==> config.mk <==
export PLATFORM = sky130hd
export DESIGN_NAME = sdram_pattern_tester
export DESIGN_NICKNAME = d
export VERILOG_FILES = /design/src/rtl/sdram_pattern_tester.sv
export SDC_FILE = /design/constraint.sdc
export NUM_CORES = 1
export LEC_CHECK = 0
export BUFFER_PORTS_ARGS = -buffer_cell sky130_fd_sc_hd__buf_2
export CAP_MARGIN = 20
export CORE_MARGIN = 10
export CORE_UTILIZATION = 28
export DETAILED_ROUTE_END_ITERATION = 16
export SETUP_SLACK_MARGIN = 0.4
export SYNTH_ARGS = -nofsm -noshare
export SYNTH_HDL_FRONTEND = slang
export SYNTH_SLANG_ARGS = --single-unit
==> constraint.sdc <==
create_clock -name REF_CLK -period 1.77 [get_ports REF_CLK]
set_clock_uncertainty 0.1 [all_clocks]
set_input_delay 0.0885 -clock REF_CLK [delete_from_list [all_inputs] [get_ports REF_CLK]]
set_output_delay 0.0885 -clock REF_CLK [all_outputs]
set_load 0.1 [all_outputs]
==> src/rtl/sdram_pattern_tester.sv <==
// SDRAM exerciser: writes an indexed pattern burst into WR1 and serves key-triggered reads on RD_CH FIFOs.
// Define PT_CHECK_EN to build the read-data comparator (err_cnt / err_flag); otherwise both are tied to 0.
module sdram_pattern_tester #(
    parameter int          DATA_W = 8,
    parameter int          LEN    = 256,
    parameter int          RD_CH  = 2,
    parameter int          SETTLE = 4,
    parameter logic [31:0] SEED   = 32'hA5
) (
    input  logic                    REF_CLK,
    input  logic                    RESET_N,
    input  logic                    start_n,
    input  logic [RD_CH-1:0]        rd_req_n,
    input  logic [1:0]              mode,
    output logic                    wr_en,
    output logic [DATA_W-1:0]       wr_data,
    output logic                    wr_load,
    output logic                    rd_load,
    output logic [RD_CH-1:0]        rd_en,
    input  logic [RD_CH*DATA_W-1:0] rd_data,
    output logic [RD_CH*DATA_W-1:0] disp,
    output logic                    busy,
    output logic [15:0]             err_cnt,
    output logic                    err_flag
);
    localparam int IW = (LEN > 1) ? $clog2(LEN) : 1;
    localparam int SW = (SETTLE > 1) ? $clog2(SETTLE) : 1;

    typedef enum logic [1:0] {ST_IDLE, ST_WRITE, ST_SETTLE, ST_READY} state_t;

    state_t            state_reg, state_next;
    logic [1:0]        mode_reg;
    logic [IW-1:0]     widx_reg;
    logic [SW-1:0]     settle_cnt_reg;
    logic              wr_load_reg;
    logic              start_s0_reg, start_s1_reg;
    logic              start_edge, start_go;
    logic [RD_CH-1:0]  rd_s0_reg, rd_s1_reg, rd_en_reg;

    function automatic logic [DATA_W-1:0] pattern(input logic [1:0] m, input logic [IW-1:0] idx);
        logic [DATA_W-1:0] iv;
        logic [DATA_W-1:0] alt;
        iv = DATA_W'(idx);
        for (int b = 0; b < DATA_W; b++) begin
            alt[b] = b[0] ~^ idx[0];
        end
        case (m)
            2'd0:    return iv;
            2'd1:    return ~iv;
            2'd2:    return iv ^ DATA_W'(SEED);
            default: return alt;
        endcase
    endfunction

    assign start_edge = start_s1_reg & ~start_s0_reg;
    assign start_go   = start_edge && (state_reg == ST_IDLE || state_reg == ST_READY);

    always_comb begin
        state_next = state_reg;
        case (state_reg)
            ST_IDLE, ST_READY: if (start_edge) state_next = ST_WRITE;
            ST_WRITE:  if (!wr_load_reg && widx_reg == IW'(LEN - 1)) state_next = ST_SETTLE;
            ST_SETTLE: if (settle_cnt_reg == SW'(SETTLE - 1)) state_next = ST_READY;
            default:   state_next = ST_IDLE;
        endcase
    end

    // The wr_load cycle lives inside WRITE; writes begin once the pulse has gone.
    assign wr_en   = (state_reg == ST_WRITE) && !wr_load_reg;
    assign wr_data = pattern(mode_reg, widx_reg);
    assign wr_load = wr_load_reg;
    assign busy    = (state_reg == ST_WRITE) || (state_reg == ST_SETTLE);
    assign rd_load = (state_reg != ST_READY);
    assign rd_en   = rd_en_reg;

    always_ff @(posedge REF_CLK or negedge RESET_N) begin
        if (!RESET_N) begin
            state_reg      <= ST_IDLE;
            mode_reg       <= 2'd0;
            widx_reg       <= '0;
            settle_cnt_reg <= '0;
            wr_load_reg    <= 1'b0;
            start_s0_reg   <= 1'b1;
            start_s1_reg   <= 1'b1;
        end else begin
            state_reg    <= state_next;
            start_s0_reg <= start_n;
            start_s1_reg <= start_s0_reg;
            wr_load_reg  <= start_go;
            if (start_go) begin
                mode_reg <= mode;
                widx_reg <= '0;
            end else if (wr_en) begin
                widx_reg <= widx_reg + 1'b1;
            end
            settle_cnt_reg <= (state_reg == ST_SETTLE) ? settle_cnt_reg + 1'b1 : '0;
        end
    end

`ifdef PT_CHECK_EN
    logic [IW-1:0]    rd_idx_reg [RD_CH];
    logic [RD_CH-1:0] mismatch;
    logic [2:0]       mis_count;
    logic [16:0]      err_sum;
`endif

    genvar gi;
    generate
        for (gi = 0; gi < RD_CH; gi++) begin : g_ch
            always_ff @(posedge REF_CLK or negedge RESET_N) begin
                if (!RESET_N) begin
                    rd_s0_reg[gi]                  <= 1'b1;
                    rd_s1_reg[gi]                  <= 1'b1;
                    rd_en_reg[gi]                  <= 1'b0;
                    disp[gi*DATA_W +: DATA_W]      <= '0;
                end else begin
                    rd_s0_reg[gi] <= rd_req_n[gi];
                    rd_s1_reg[gi] <= rd_s0_reg[gi];
                    rd_en_reg[gi] <= rd_s1_reg[gi] & ~rd_s0_reg[gi] & (state_reg == ST_READY);
                    if (rd_en_reg[gi]) disp[gi*DATA_W +: DATA_W] <= rd_data[gi*DATA_W +: DATA_W];
                end
            end
`ifdef PT_CHECK_EN
            localparam logic [IW-1:0] BASE = IW'(gi * (LEN / RD_CH));
            // Each channel reads back its own contiguous slice of the burst.
            always_ff @(posedge REF_CLK or negedge RESET_N) begin
                if (!RESET_N)          rd_idx_reg[gi] <= BASE;
                else if (start_go)     rd_idx_reg[gi] <= BASE;
                else if (rd_en_reg[gi]) rd_idx_reg[gi] <= rd_idx_reg[gi] + 1'b1;
            end
            assign mismatch[gi] = rd_en_reg[gi] &&
                (rd_data[gi*DATA_W +: DATA_W] != pattern(mode_reg, rd_idx_reg[gi]));
`endif
        end
    endgenerate

`ifdef PT_CHECK_EN
    always_comb begin
        mis_count = '0;
        for (int c = 0; c < RD_CH; c++) mis_count = mis_count + 3'(mismatch[c]);
        err_sum = {1'b0, err_cnt} + 17'(mis_count);
    end

    always_ff @(posedge REF_CLK or negedge RESET_N) begin
        if (!RESET_N) begin
            err_cnt  <= 16'd0;
            err_flag <= 1'b0;
        end else begin
            if (start_go)     err_cnt <= 16'd0;
            else if (err_sum[16]) err_cnt <= 16'hFFFF;
            else              err_cnt <= err_sum[15:0];
            if (mis_count != 3'd0) err_flag <= 1'b1;
        end
    end
`else
    assign err_cnt  = 16'd0;
    assign err_flag = 1'b0;
`endif
endmodule

==> impl_metrics.tcl <==
set metrics [dict create \
    outcome "finished, final reports clean" \
    met1Wirelength_mm 1.662 \
    cts.clk_slew.worst_paths_ns 0.07 \
    r2r-end "state_reg[1]" \
    routed_via_density 4.283 \
    crit_fanout 4 \
    setup_viol 0 \
    cap_violations 0 \
    hold_viol_final 0 \
    core_area_sq_um 6386 \
    layout-drive-gt1-share 0.5556 \
    wl_met3_um 338 \
    n_fill_cell 587 \
    slowest_stage "dfrtp_2" \
    final.setup.tns_ns 0 \
    seqCellArea_sq_um 999.7 \
    cts_inserted_buffers 5 \
    fin_ws_ns 0.1642 \
    top_layer "met4" \
    rows 29 \
    dieHeight_um 101.3 \
    synth_edf_count 0 \
    track_usage 0.09156 \
    grt_antenna_before_repair 0 \
    wire_per_inst_um 13.77 \
    overflow 0 \
    timing.fmax_mhz 622.8 \
    route.detailed.drc 0 \
    io_pins 70 \
    syn-instance-count 156 \
    r2r_setup_slack_ns 0.19 \
    critPathLaunchType "register" \
    r2r_cells 6 \
    r2r-start "widx_reg[0]" \
    start_util 0.2900 \
    wl_mm 4.530 \
    worst-setup-path-type "reg2out" \
    areaGrowthSynthToFinish_pct 61.82 \
    critPathTopFamily "flip-flops" \
    cts_tree "done" \
    drv_slew 0 \
    nets 279 \
    largest_reg_flops 16 \
    port_buffers 52 \
    fin_util 0.4692 \
    grt_first_pass_wirelength_mm 7.410 \
    ys.flop_type "dfrtp_1" \
    syn-cell-area_sq_um 1852 \
    dp_hpwl_mm 3.196 \
    die_w_um 101.3 \
    multiInputGateArea_sq_um 938.4 \
    clkLatencyLatePin_ns 0.29 \
    yosysWarnings 0 \
    hold_path_class "in2async" \
    antenna_left 0 \
    synth.distinct_cells 29 \
    clk_path_buf_depth 2 \
    rsz0062_at_grt "yes" \
    ys_seq_area_frac 0.5311 \
    synth-async-reset-ratio 1.000 \
    critical-path-max-stage-delay_ns 0.45 \
    drt_first_pass_iters 4 \
    htreeDepth 2 \
    crit_buf_inv 2 \
    path_cells "buf_6 -> mux2i_1 -> mux2_4 -> buf_12" \
    clock-sinks 39 \
    cts_root_buf "clkbuf_8" \
    min_period_ns 1.606 \
    post_synth.cell_area_avg_sq_um 11.87 \
    grt_pass1_vias 1517 \
    place_congestion 0.7721 \
    worst_ep_arrival_time_ns 1.42 \
    drt_iter0_markers 30 \
    diodes 0 \
    grt_max_degree 22 \
    vias 1409 \
    synth_seq_cells 39 \
    die_area_sq_um 10270 \
    period_share 0.9072 \
    end_kind "primary output" \
    wl_met2_mm 2.455 \
    dp_slack_ns 0.2076 \
    required_ns 1.58 \
]
-- worst register-to-register path: cells and delay by family, from the launching register on --
kind                       cells  cell delay [ns]
muxes                          1             0.22
buffers and inverters          1             0.12
and+or+nand+nor                2             0.33
AOI/OAI and AO/OA              1             0.17
adders and majority gates      1             0.20
DFF                            1             0.37
-- metrics by stage --
| stage | cells | hold slack, ns | area, sq um |
|---|---|---|---|
| 3_3_place_gp | 284 | -0.02112 | 2454 |
| 2_1_floorplan | 172 | -0.3071 | 2120 |
| 3_5_place_dp | 284 | -0.01836 | 2454 |
| 6_report | 329 | 0.1879 | 2997 |
| 4_1_cts | 328 | 0.1973 | 2967 |
| 5_1_grt | 329 | 0.2334 | 2997 |
-- kinds of logic after synthesis --
logic type      synth area share
compound gates           0.03581
flops                     0.5311
buf+inv                   0.1034
mux                       0.1432
xor+xnor                 0.05203
simple gates             0.09865
fa+ha+maj                0.03378
other cells             0.002025
-- per-layer routing --
layer  global-route usage  vias up
met4              0.04180        0
met2               0.1626       38
met5                    0        -
li1                     -      674
met3              0.03540        4
met1              0.09257      693
-- worst max path at each step --
stage / from / end / depth (start not counted)
floorplan: state_reg[0] / state_reg[1] / 6
global placement: state_reg[1] / widx_reg[3] / 6
detailed placement: state_reg[1] / widx_reg[6] / 6
CTS: mode_reg[1] / wr_data[6] / 4
global route: mode_reg[1] / wr_data[1] / 4
finish: mode_reg[1] / wr_data[6] / 4
-- cell usage in the layout, fill, tap and decap left out, drive strengths merged, types with 2 or more instances in the layout --
cell | netlist | layout
nand3 | 2 | 2
and2 | 2 | 2
nor2 | 11 | 11
nor3b | 2 | 2
a21oi | 2 | 2
o21ai | 7 | 7
xnor2 | 6 | 6
nand2b | 3 | 3
conb | 1 | 17
buf | 21 | 74
dlygate4sd3 | 0 | 22
dfstp | 6 | 6
clkbuf | 3 | 8
mux2 | 20 | 20
o211ai | 2 | 2
dfrtp | 33 | 33
nand2 | 3 | 3
nand4 | 5 | 5
xor2 | 5 | 5
mux2i | 4 | 4
inv | 7 | 5
ha | 5 | 5
clkinvlp | 0 | 2
nor2b | 2 | 2
-- Yosys cell counts (3+ instances only) --
cell | instances | area share
dfrtp_1 | 33 | 0.45
buf_2 | 3 | 0.0081
clkbuf_1 | 3 | 0.0061
buf_4 | 17 | 0.069
ha_1 | 5 | 0.034
nand4_1 | 5 | 0.017
o21ai_0 | 7 | 0.019
xor2_1 | 5 | 0.024
mux2i_1 | 4 | 0.022
inv_1 | 7 | 0.014
xnor2_1 | 6 | 0.028
nand2b_1 | 3 | 0.010
dfstp_2 | 6 | 0.085
mux2_2 | 20 | 0.12
nand2_1 | 3 | 0.0061
nor2_1 | 11 | 0.022
-- layout make-up --
type | instances | area share
clock buffers | 8 | 0.02672
inverters | 7 | 0.01127
multi-input cells | 102 | 0.3132
well taps | 77 | 0.03215
flip-flops and latches | 39 | 0.3336
repair buffers | 96 | 0.2831
-- repair_timing --
| action | 4_1_cts | 5_1_grt |
|---|---|---|
| hold endpoints to repair | 34 | 0 |
| pin swaps | 10 | 4 |
| resized for setup | 29 | 6 |
| endpoints found under the setup margin | 26 | 24 |
| hold buffers | 22 | 0 |
| setup buffers | 14 | 1 |
Power is left out: the tool's default activity adds up to more than one toggle a clock period on the data nets, which glitch-free logic cannot reach.
